[config.mk]
export PLATFORM = sky130hd
export DESIGN_NAME = bus_host_arb
export DESIGN_NICKNAME = d
export VERILOG_FILES = /design/src/rtl/bus_host_arb_pkg.sv /design/src/rtl/bus_arb_id_fifo.sv /design/src/rtl/bus_host_arb.sv
export SDC_FILE = /design/constraint.sdc
export NUM_CORES = 1
export LEC_CHECK = 0
export BUFFER_PORTS_ARGS = -buffer_cell sky130_fd_sc_hd__buf_2
export CORE_AREA = 3 3 124 126
export DETAILED_ROUTE_END_ITERATION = 6
export DIE_AREA = 0 0 127 129
export SYNTH_ARGS = -nofsm -noshare
export SYNTH_HDL_FRONTEND = slang
export SYNTH_SLANG_ARGS = --single-unit
[constraint.sdc]
create_clock -name clk_i -period 1.9 [get_ports clk_i]
set_clock_uncertainty 0.15 [all_clocks]
set_input_delay 0.38 -clock clk_i [delete_from_list [all_inputs] [get_ports clk_i]]
set_output_delay 0.38 -clock clk_i [all_outputs]
set_load 0.005 [all_outputs]
[src/rtl/bus_host_arb_pkg.sv]
// Shared types for the bus host arbiter slice.
package bus_host_arb_pkg;

  typedef enum logic {
    IDLE   = 1'b0,
    LOCKED = 1'b1
  } arb_state_e;

endpackage

[src/rtl/bus_arb_id_fifo.sv]
// In-order FIFO of granted host IDs; supports push and pop in the same cycle, even when full.
module bus_arb_id_fifo #(
  parameter int unsigned Width = 1,
  parameter int unsigned Depth = 2
) (
  input  logic             clk_i,
  input  logic             rst_ni,
  input  logic             push_i,
  input  logic             pop_i,
  input  logic [Width-1:0] data_i,
  output logic             full_o,
  output logic             empty_o,
  output logic [Width-1:0] head_o
);

  localparam int unsigned PtrW = (Depth > 1) ? $clog2(Depth) : 1;
  localparam int unsigned CntW = $clog2(Depth + 1);

  logic [Width-1:0] mem_q [Depth];
  logic [PtrW-1:0]  wr_ptr_q, wr_ptr_d;
  logic [PtrW-1:0]  rd_ptr_q, rd_ptr_d;
  logic [CntW-1:0]  count_q, count_d;
  logic             do_push, do_pop;

  assign full_o  = (count_q == CntW'(Depth));
  assign empty_o = (count_q == '0);
  assign head_o  = mem_q[rd_ptr_q];

  // A push into a full FIFO is only accepted when the head leaves in the same cycle.
  assign do_pop  = pop_i && !empty_o;
  assign do_push = push_i && (!full_o || do_pop);

  // Pointer and occupancy next-state; the counter saturates by construction.
  always_comb begin
    wr_ptr_d = wr_ptr_q;
    rd_ptr_d = rd_ptr_q;
    count_d  = count_q;
    if (do_push) wr_ptr_d = (wr_ptr_q == PtrW'(Depth - 1)) ? '0 : wr_ptr_q + PtrW'(1);
    if (do_pop)  rd_ptr_d = (rd_ptr_q == PtrW'(Depth - 1)) ? '0 : rd_ptr_q + PtrW'(1);
    if (do_push && !do_pop)      count_d = count_q + CntW'(1);
    else if (do_pop && !do_push) count_d = count_q - CntW'(1);
  end

  // Pointer and counter registers, cleared by synchronous reset.
  always_ff @(posedge clk_i) begin
    if (!rst_ni) begin
      wr_ptr_q <= '0;
      rd_ptr_q <= '0;
      count_q  <= '0;
    end else begin
      wr_ptr_q <= wr_ptr_d;
      rd_ptr_q <= rd_ptr_d;
      count_q  <= count_d;
    end
  end

  // ID storage; contents are meaningless while empty so no reset is needed.
  always_ff @(posedge clk_i) begin
    if (do_push) mem_q[wr_ptr_q] <= data_i;
  end

endmodule

[src/rtl/bus_host_arb.sv]
// Round-robin arbiter merging NrHosts request ports onto one bus host port,
// with in-order routing of responses back to the originating host.
module bus_host_arb
  import bus_host_arb_pkg::*;
#(
  parameter int unsigned NrHosts        = 2,
  parameter int unsigned DataWidth      = 32,
  parameter int unsigned AddressWidth   = 32,
  parameter int unsigned MaxOutstanding = 2
) (
  input  logic                                   clk_i,
  input  logic                                   rst_ni,
  input  logic [NrHosts-1:0]                     host_req_i,
  output logic [NrHosts-1:0]                     host_gnt_o,
  input  logic [NrHosts-1:0][AddressWidth-1:0]   host_addr_i,
  input  logic [NrHosts-1:0]                     host_we_i,
  input  logic [NrHosts-1:0][DataWidth/8-1:0]    host_be_i,
  input  logic [NrHosts-1:0][DataWidth-1:0]      host_wdata_i,
  output logic [NrHosts-1:0]                     host_rvalid_o,
  output logic [NrHosts-1:0][DataWidth-1:0]      host_rdata_o,
  output logic [NrHosts-1:0]                     host_err_o,
  output logic                                   bus_req_o,
  output logic [AddressWidth-1:0]                bus_addr_o,
  output logic                                   bus_we_o,
  output logic [DataWidth/8-1:0]                 bus_be_o,
  output logic [DataWidth-1:0]                   bus_wdata_o,
  input  logic                                   bus_gnt_i,
  input  logic                                   bus_rvalid_i,
  input  logic [DataWidth-1:0]                   bus_rdata_i,
  input  logic                                   bus_err_i
);

  localparam int unsigned IdW = (NrHosts > 1) ? $clog2(NrHosts) : 1;

  arb_state_e     state_q, state_d;
  logic [IdW-1:0] ptr_q, ptr_d;
  logic [IdW-1:0] sel_q, sel_d;
  logic [IdW-1:0] rr_sel, sel;
  logic           fifo_full, fifo_empty;
  logic [IdW-1:0] fifo_head;
  logic           can_issue, push, pop;

  // Round-robin search for the first requester starting at the priority pointer.
  always_comb begin
    int unsigned idx;
    logic        found;
    rr_sel = ptr_q;
    found  = 1'b0;
    idx    = 0;
    for (int unsigned i = 0; i < NrHosts; i++) begin
      idx = 32'(ptr_q) + i;
      if (idx >= NrHosts) idx = idx - NrHosts;
      if (!found && host_req_i[idx]) begin
        found  = 1'b1;
        rr_sel = IdW'(idx);
      end
    end
  end

  assign sel = (state_q == LOCKED) ? sel_q : rr_sel;

  // A full FIFO can still accept when the head is being retired this cycle.
  assign can_issue = !fifo_full || bus_rvalid_i;
  assign bus_req_o = rst_ni && host_req_i[sel] && can_issue;
  assign push      = bus_req_o && bus_gnt_i;
  assign pop       = rst_ni && bus_rvalid_i && !fifo_empty;

  assign bus_addr_o  = host_addr_i[sel];
  assign bus_we_o    = host_we_i[sel];
  assign bus_be_o    = host_be_i[sel];
  assign bus_wdata_o = host_wdata_i[sel];

  // Grant and response-valid demultiplexing; read data and error are broadcast.
  always_comb begin
    host_gnt_o    = '0;
    host_rvalid_o = '0;
    for (int unsigned i = 0; i < NrHosts; i++) begin
      host_gnt_o[i]    = push && (sel == IdW'(i));
      host_rvalid_o[i] = pop && (fifo_head == IdW'(i));
      host_rdata_o[i]  = bus_rdata_i;
      host_err_o[i]    = bus_err_i;
    end
  end

  // Next-state: lock onto a stalled request; the lock is held while the host keeps
  // requesting (even if a full FIFO masks bus_req_o) and drops on grant or withdrawal.
  always_comb begin
    state_d = state_q;
    sel_d   = sel_q;
    ptr_d   = ptr_q;
    if (push) ptr_d = (sel == IdW'(NrHosts - 1)) ? '0 : sel + IdW'(1);
    unique case (state_q)
      IDLE: begin
        if (bus_req_o && !bus_gnt_i) begin
          state_d = LOCKED;
          sel_d   = sel;
        end
      end
      LOCKED: begin
        if (push || !host_req_i[sel_q]) state_d = IDLE;
      end
      default: state_d = IDLE;
    endcase
  end

  // State, priority pointer and locked selection registers.
  always_ff @(posedge clk_i) begin
    if (!rst_ni) begin
      state_q <= IDLE;
      ptr_q   <= '0;
      sel_q   <= '0;
    end else begin
      state_q <= state_d;
      ptr_q   <= ptr_d;
      sel_q   <= sel_d;
    end
  end

  bus_arb_id_fifo #(
    .Width (IdW),
    .Depth (MaxOutstanding)
  ) u_id_fifo (
    .clk_i   (clk_i),
    .rst_ni  (rst_ni),
    .push_i  (push),
    .pop_i   (pop),
    .data_i  (sel),
    .full_o  (fifo_full),
    .empty_o (fifo_empty),
    .head_o  (fifo_head)
  );

endmodule
======== Yosys cells after proc, flatten, opt, wreduce, memory -nomap -nowiden ========
Memory sizes are Yosys's and may differ from the RTL's. A register that Yosys moved wholly into a read port is not among the register bits.
Index checks and enable logic that the tools add are counted.
cells by class
  order comparisons ....................... 6
  $add $sub $neg .......................... 8
  bitwise operators ....................... 3
  reductions and logical operators ........ 28
  multiplexer cells ....................... 34
  equal/unequal tests ..................... 1
operators with widths
  cell                                                                           count
  32-bit 2-to-1 mux                                                              6
  32-bit by 2-bit less-than comparator with 1-bit output, second input constant  2
  1-bit 2-to-1 mux                                                               23
  1-bit logical AND                                                              15
  4-bit 2-to-1 mux                                                               2
  1-bit zero test                                                                7
  1-bit by 2-bit less-than comparator with 1-bit output, second input constant   2
  2-bit 2-to-1 mux                                                               2
  1-bit adder, second input constant                                             3
  1-bit logical OR                                                               3
  1-bit inverter                                                                 3
  1-bit by 2-bit subtractor with 3-bit output, second input constant             1
  2-bit by 2-bit subtractor with 3-bit output, second input constant             1
  1-bit by 1-bit adder with 2-bit output, second input constant                  1
  2-bit by 1-bit adder with 2-bit output, second input constant                  1
  2-bit == test, second input constant                                           1
  1-bit by 2-bit >= comparator with 1-bit output, second input constant          1
  2-bit >= comparator, second input constant                                     1
  2-bit zero test                                                                1
  1-bit case mux with 2 select lines                                             1
  2-bit AND reduction                                                            1
  2-bit nonzero test                                                             1
  2-bit by 1-bit subtractor with 2-bit output, second input constant             1
storage, ports and cells
  RAM bits ................................ 2
  input port bits ......................... 177
  memories ................................ 1
  output and inout port bits .............. 140
  register bits ........................... 7
  logic and storage cells ................. 87
memory list
  name             depth  bits a word  rd ports  clocked after Yosys merged registers in  write ports  RTL line               RTL
  u_id_fifo.mem_q  2      1            1         1                                        1            bus_arb_id_fifo.sv:19  logic [Width-1:0] mem_q [Depth];

======== Depth between registers and ports, before layout ========
Gate-level depths: netlist (run 1).
  depth in word-level cells ............... 19
  mapped depth ............................ 8
  gate-level depth less buffers ........... 8

======== By module ========
Synthesis (run 1) repeated with hierarchy kept, for this count alone.
unflattened totals
  cells, all modules ...................... 203
  area total of the unflattened synthesis .. 1913.1 sq um
modules (own cells, without submodules)
  module           cells an instance  sequential area each (sq um)  times used  area each (sq um)
  bus_host_arb     175                60.1                          1           1602.8
  bus_arb_id_fifo  28                 160.2                         1           310.3

======== Worst setup path before layout (run 1) ========
No wires, ideal clock.
  kind .................................... input to output
  start point ............................. input host_req_i[0]
  end point ............................... output bus_addr_o[0]
  buffers on the path ..................... 1
  data arrival time ....................... 1.578 ns
  cell stages on the path ................. 4
  slack ................................... -0.208 ns
  required time ........................... 1.370 ns
  path through ............................ a21boi_2 > o31ai_4 > buf_6 > mux2_2
between the ends
  longest elaborated chain between the ends .. 9
  elaborated cells between the ends (all ways) .. 12
  classes of those cells .................. 10 x mux; 2 x reduce/logical
RTL lines
  what                                                       RTL line            RTL
  start: declaration                                         bus_host_arb.sv:13  input logic [NrHosts-1:0] host_req_i,
  1-bit 2-to-1 mux (not written as such) (2 in series)       bus_host_arb.sv:53  if (!found && host_req_i[idx]) begin
  1-bit 2-to-1 mux                                           bus_host_arb.sv:53
  1-bit zero test                                            bus_host_arb.sv:53
  1-bit logical AND                                          bus_host_arb.sv:53
  1-bit 2-to-1 mux (*)                                       bus_host_arb.sv:53
  1-bit 2-to-1 mux (*)                                       bus_host_arb.sv:60  assign sel = (state_q == LOCKED) ? sel_q : rr_sel;
  32-bit 2-to-1 mux (not written as such) (*) (2 in series)  bus_host_arb.sv:68  assign bus_addr_o = host_addr_i[sel];
  end: declaration                                           bus_host_arb.sv:23  output logic [AddressWidth-1:0] bus_addr_o,
Mark *: on every way between the ends. The rest lies on a longest branch, timed or not. The select of a mux whose other input is x is not followed.

======== Worst setup path after layout (run 1) ========
  start point ............................. register ptr_q
  end point ............................... output bus_wdata_o[3]
between the ends
  longest elaborated chain between the ends .. 11
  elaborated cells between the ends (all ways) .. 19
  classes of those cells .................. 3 x add/sub; 2 x order compare; 12 x mux; 2 x reduce/logical
RTL lines
  what                                                                                                           RTL line             RTL
  start: declaration                                                                                             bus_host_arb.sv:36   logic [IdW-1:0] ptr_q, ptr_d;
  start signal: assignment                                                                                       bus_host_arb.sv:114  ptr_q <= ptr_d;
  1-bit by 2-bit subtractor with 3-bit output or 1-bit by 2-bit >= comparator with 1-bit output (tied branches)  bus_host_arb.sv:52   if (idx >= NrHosts) idx = idx - NrHosts;
  32-bit 2-to-1 mux                                                                                              bus_host_arb.sv:52
  1-bit 2-to-1 mux (not written as such) (2 in series)                                                           bus_host_arb.sv:53
  1-bit 2-to-1 mux                                                                                               bus_host_arb.sv:53
  1-bit zero test                                                                                                bus_host_arb.sv:53
  1-bit logical AND                                                                                              bus_host_arb.sv:53
  1-bit 2-to-1 mux (*)                                                                                           bus_host_arb.sv:53
  1-bit 2-to-1 mux (*)                                                                                           bus_host_arb.sv:60
  32-bit 2-to-1 mux (not written as such) (*) (2 in series)                                                      bus_host_arb.sv:71   assign bus_wdata_o = host_wdata_i[sel];
  end: declaration                                                                                               bus_host_arb.sv:26   output logic [DataWidth-1:0] bus_wdata_o,
Marked as above.

==> results of run 1 <==
-- area by class of cell --
cell class,instances,area (µm²)
Fill cell,1508,10700
Timing Repair Buffer,245,1810
Multi-Input combinational cell,109,1340
Tap cell,184,230
Sequential cell,10,225
Clock buffer,4,78.8
Inverter,2,7.51
-- report_power, final --
part	switching [µW]	total [µW]	internal, µW
Sequential	22.0	270	248
Combinational	455	1370	912
Clock	99.2	380	281
Total	576	2020	1440
-- critical path, cell delays in order (launching register included) --
cell,delay [ns]
dfxtp_4,0.37
nor2_4,0.04
o31ai_4,0.26
buf_6,0.22
clkbuf_16,0.17
mux2_4,0.30
buf_6,0.12
-- flip-flops by register name, indices dropped and copies added (netlist names), named ones only --
register / cells
state_q: 1
sel_q: 1
u_id_fifo.mem_q: 2
u_id_fifo.wr_ptr_q: 1
u_id_fifo.rd_ptr_q: 1
ptr_q: 1
u_id_fifo.count_q: 2
-- timing repair --
action	4_1_cts	5_1_grt
pin swaps	3	3
setup buffers	2	4
endpoints found under the setup margin	72	74
cloned	2	1
resized for setup	83	13
hold buffers	0	0
-- stage by stage --
| stage | area [µm²] | hold WS (ns) | std cells | TNS, ns | setup WS, ns |
|---|---|---|---|---|---|
| 2_1_floorplan | 2100 | 0.300 | 194 | -9.02 | -0.137 |
| 3_3_place_gp | 3020 | 0.313 | 543 | -21.21 | -0.350 |
| 3_5_place_dp | 3020 | 0.326 | 543 | -21.84 | -0.357 |
| 4_1_cts | 3620 | 0.304 | 551 | -24.72 | -0.380 |
| 5_1_grt | 3690 | 0.346 | 554 | -27.52 | -0.412 |
| 6_report | 3690 | 0.318 | 554 | -22.88 | -0.350 |
-- how the worst max path moves through the flow --
stage / slack, ns / from / end / cells after the start
after global placement: -0.35 / host_req_i[1] / bus_addr_o[25] / 7
after CTS: -0.38 / ptr_q / bus_addr_o[25] / 6
after floorplan: -0.14 / host_req_i[0] / bus_addr_o[0] / 4
after detailed placement: -0.36 / host_req_i[1] / bus_addr_o[25] / 7
final: -0.35 / ptr_q / bus_wdata_o[3] / 6
after global routing: -0.41 / ptr_q / bus_wdata_o[1] / 6
-- placed cells by master, fill, tap and decap left out, types with 2 or more instances in the layout --
| cell type | instances |
|---|---|
| inv_1 | 2 |
| o211ai_1 | 2 |
| xnor2_1 | 2 |
| dfxtp_1 | 6 |
| edfxtp_1 | 2 |
| nor2b_1 | 2 |
| and2_1 | 3 |
| nor2_1 | 7 |
| buf_12 | 3 |
| nand2_1 | 4 |
| buf_2 | 152 |
| buf_6 | 72 |
| mux2_4 | 69 |
| buf_4 | 15 |
| o21ai_0 | 2 |
| mux2i_1 | 4 |
| clkbuf_16 | 4 |
-- metal layers --
layer / vias to the layer above / global-route usage (%) / part of all wire (%)
met1: 929 / 10.9 / 39
li1: 956 / - / -
met3: 4 / 3.53 / 13
met5: - / 0 / 0
met4: 0 / 1.45 / 0.46
met2: 161 / 14.8 / 48
-- kinds of logic after synthesis --
family                   count (synthesis)  synth area share (%)
AO/OA/AOI/OAI                           11                  5.00
XOR/XNOR                                 3                  1.42
adder cells (fa/ha/maj)                  1                 0.675
buffers and inverters                   75                  31.4
flip-flops                              10                  11.9
multiplexers                            73                  44.1
AND/OR/NAND/NOR                         21                  5.54
==> results.md, run 1 <==
- CP Max Fanout: 8
- DRT Wirelength: 8210 µm
- Pin count of the biggest net entering global routing: 15
- Worst R2R Path Depth: 8
- GRT Overall Usage: 8.84%
- Clk_lat worst skew: 0.24 ns
- Min Tclk post-route: 2.25 ns
- Worst Path Arrival: 1.72 ns
- Port bufs: 217
- Setup crit end kind: primary output
- Main synth FF type: dfxtp_1
- Slew headroom: 80.4%
- Initial DRC Count: 22
- Starting Density: 12.8%
- Pwr Density: 546 mW/mm²
- Post-layout util: 25.6%
- DR pass1 iterations: 4
- Mapped cell area: 0.00185 mm²
- H-Tree Depth: 1
- Residual DRC: 0
- Fmax: 444 MHz
- Status: complete, but fails checks
- Routed WL per cell: 14.8 µm
- Initial antenna violation count: 0
- Power Total: 2020 µW
- Most common cell in the netlist: mux2_2
- CTS tree: yes
- First-pass GRT wire length: 11400 µm
- Reg-to-Reg Start: sel_q
- Worst r2r dst: u_id_fifo.count_q[1]
- Top post-synthesis cells by area: mux2_2, buf_4, dfxtp_1, buf_6, edfxtp_1
- Max Root-Sink Buffers: 2
- Die area: 0.0164 mm²
- Mapped Avg Cell Area: 9.55 µm²
- Worst-path clk slew: 0.04 ns
- Share of the synthesized area in the top cell type: 41.9%
- Worst path required time: 1.37 ns
- Sequential share of the synthesized area: 11.9%
- Core Region: 0.0144 mm²
- Final setup vio count: 71
- Num ports: 317
- Final count of hold timing violations: 0
- Number of global-route vias before repair: 2093
- Worst path setup slack after routing: -0.350 ns
- Worst R2R Setup Slack: 0.12 ns
- CP Class: flip-flop to primary output
- Clk sinks: 10
- Via-to-Cell Ratio: 3.70
- Num CTS Buffers: 3
- Nets@finish: 549
- Measured slew at the worst slew-check pin: 0.286 ns
- Antenna fix cells: 0
- Syn Nets: 372
- Synth area leader: mux2_2
- Max_cap viols: 0
- Pins Over Slew Limit: 0
- Min-delay worst type: primary input to flip-flop
- Vias post-DR: 2050
- Failing checks: setup timing
- Leakage: 0.00196 µW
- Hold_sp: bus_gnt_i
- Synthesized netlist cell count: 194
- Yosys warns: 0
- DP HPWL: 6840 µm
- Hold depth: 3
- Die Width: 127 µm
- Clk root buf: clkbuf_16
- Number of synthesized flops with an enable pin: 2
- Gpl congestion: 0.700
- Async set-or-reset flop fraction in the synthesized netlist: 0%
- Post-synth cell types: 24
- Worst vdd ir: 0.417 mV
- Ratio of cells with drive above 1 in the final layout: 88.1%
- Ratio of final minimum period to clock period: 118%
- DRT antenna net count: 0
- Global route total overflow: 0
- Layout area overhead: 99.3%
- CP Launch Type: flip-flop
- Commonest cells post-synth: mux2_2, buf_4, dfxtp_1, nor2_1, buf_6
- RSZ-0062 raised after global routing: true
- Die height: 129 µm
- Hold EP: state_q
- Num rows: 44
- FF+latch count, synth: 10
Power figures use the tool's default switching activity.
==> inputs of run 2 (changes only) <==
- SKIP_LAST_GASP: unset -> 1
==> results.md, run 2 (synthesized netlist as in run 1, its figures left out) <==
- Number of global-route vias before repair: 2047
- Port bufs: 217
- Pin count of the biggest net entering global routing: 15
- Met2 Wirelength: 3980 µm
- Critical Path Slowest Stage Cell: dfxtp_4
- Commonest non-fill, non-tap cell in the layout: buf_2
- Crit path cell chain: nor2_4 > o31ai_4 > buf_6 > clkbuf_16 > mux2_4 > buf_6
- Slew headroom: 80.4%
- Clk_lat worst skew: 0.24 ns
- Clk sinks: 10
- Failing checks: setup timing
- Gpl congestion: 0.700
- Final setup vio count: 71
- Via-to-Cell Ratio: 3.69
- Num ports: 317
- Vias post-DR: 2046
- Worst-path clk slew: 0.04 ns
- Hold EP: state_q
- Regs by FF count: u_id_fifo.count_q: 2 flops, u_id_fifo.mem_q: 2 flops
- Worst R2R Setup Slack: 0.12 ns
- Min-delay worst type: primary input to flip-flop
- Setup crit end kind: primary output
- Part of the power in the clock network: 19.0%
- Num rows: 44
- Worst path required time: 1.37 ns
- Net Sw Frac: 28.7%
- Slowest stage delay, CP: 0.37 ns
- Fmax: 444 MHz
- WL met3: 1060 µm
- Pins Over Slew Limit: 0
- Measured slew at the worst slew-check pin: 0.286 ns
- Hold-fix buffers at CTS: 0
- CTS tree: yes
- Ratio of cells with drive above 1 in the final layout: 88.1%
- Pwr Density: 547 mW/mm²
- CP Class: flip-flop to primary output
- First-pass GRT wire length: 11000 µm
- Switching power: 575 µW
- Nets@finish: 550
- Clk root buf: clkbuf_16
- Internal power: 1430 µW
- Hold depth: 3
- Final count of hold timing violations: 0
- DRT Wirelength: 8230 µm
- Ratio of final minimum period to clock period: 119%
- Status: complete, but fails checks
- Max_cap viols: 0
- Fillers: 1525
- Global route total overflow: 0
- Num CTS Buffers: 3
- Initial DRC Count: 35
- Routed WL per cell: 14.8 µm
- Die height: 129 µm
- Worst Path Arrival: 1.72 ns
- Comb power frac: 67.6%
- Reg-to-Reg Start: sel_q
- Hold slack final: 0.318 ns
- Min Tclk post-route: 2.25 ns
- Flop pwr share: 13.5%
- Max Root-Sink Buffers: 2
- H-Tree Depth: 1
- DR pass1 iterations: 4
- Residual DRC: 0
- GRT Overall Usage: 8.55%
- Leakage: 0.00195 µW
- Most used cell, CP: buf_6
- RSZ-0062 raised after global routing: true
- Layout area overhead: 97.8%
- Worst path setup slack after routing: -0.352 ns
- Hold_sp: bus_gnt_i
- DP HPWL: 6840 µm
- Die area: 0.0164 mm²
- Core Region: 0.0144 mm²
- Setup TNS: -22.83 ns
- Worst R2R Path Depth: 8
- CP Max Fanout: 8
- DRT antenna net count: 0
- Antenna fix cells: 0
- CP Launch Type: flip-flop
- DR top layer: met4
- Worst vdd ir: 0.418 mV
- Die Width: 127 µm
- Met1 Wirelength: 3150 µm
- Starting Density: 12.8%
- Initial antenna violation count: 0
- Worst r2r dst: u_id_fifo.count_q[1]
- Most frequent cells in the layout: buf_2, mux2_4, buf_6
## run 2: cell types whose count changed in the layout (fill, tap and decap cells not counted)
cell       previous run  this run
buf_4                15        14
buf_6                72        64
buf_2               152       161
clkbuf_16             4         5
## run 2: critical path: cells and delay by family (launching register included)
kind,cells,cell delay (ns)
buf+inv,3,0.50
mux,1,0.30
compound gates,1,0.26
flops,1,0.37
simple gates,1,0.04
## run 2: metal layers
layer | GRT usage [%] | vias up
met5 | 0 | -
met4 | 1.45 | 0
met3 | 3.61 | 4
met2 | 14.2 | 156
met1 | 10.5 | 927
li1 | - | 959
## run 2: cell type report
type / count / area, µm² / area share (%)
tap: 184 / 230 / 6.28
timing repair buffer: 246 / 1780 / 48.7
multi-input combinational: 109 / 1340 / 36.6
sequential: 10 / 225 / 6.14
inverter: 2 / 7.51 / 0.205
clock buffer: 4 / 78.8 / 2.15
## run 2: repair_timing
| action | CTS | global route |
|---|---|---|
| gates cloned | 2 | 2 |
| setup endpoints to repair | 72 | 74 |
| pin swaps | 3 | 3 |
| resized for setup | 46 | 42 |
| buffers inserted | 2 | 4 |
## run 2: power groups by stage
| stage | registers, µW | logic [µW] | clock network [µW] |
|---|---|---|---|
| floorplan | 271 | 688 | 0 |
| global placement | 270 | 1030 | 0 |
| detailed placement | 270 | 1030 | 0 |
| CTS | 268 | 1220 | 392 |
| global route | 273 | 1450 | 403 |
| finish | 270 | 1350 | 380 |
## run 2: how the worst max path moves through the flow
stage                     cells after the start     startpoint               to  slack [ns]
after detailed placement                      7  host_req_i[1]   bus_addr_o[25]       -0.36
after CTS                                     6          ptr_q   bus_addr_o[25]       -0.39
after floorplan                               4  host_req_i[0]    bus_addr_o[0]       -0.14
after global routing                          6          ptr_q  bus_wdata_o[31]       -0.41
after global placement                        7  host_req_i[1]   bus_addr_o[25]       -0.35
final                                         6          ptr_q   bus_wdata_o[9]       -0.35
## run 2: stage by stage
| stage | power, µW | utilization [%] | area, µm² | instances | worst slack, ns |
|---|---|---|---|---|---|
| after floorplan | 958 | - | 2100 | 194 | -0.137 |
| after global placement | 1300 | 21.0 | 3020 | 543 | -0.350 |
| after detailed placement | 1300 | 21.0 | 3020 | 543 | -0.357 |
| after CTS | 1880 | 23.5 | 3390 | 551 | -0.385 |
| after global routing | 2130 | 25.4 | 3670 | 555 | -0.413 |
| final | 2000 | 25.4 | 3670 | 555 | -0.352 |
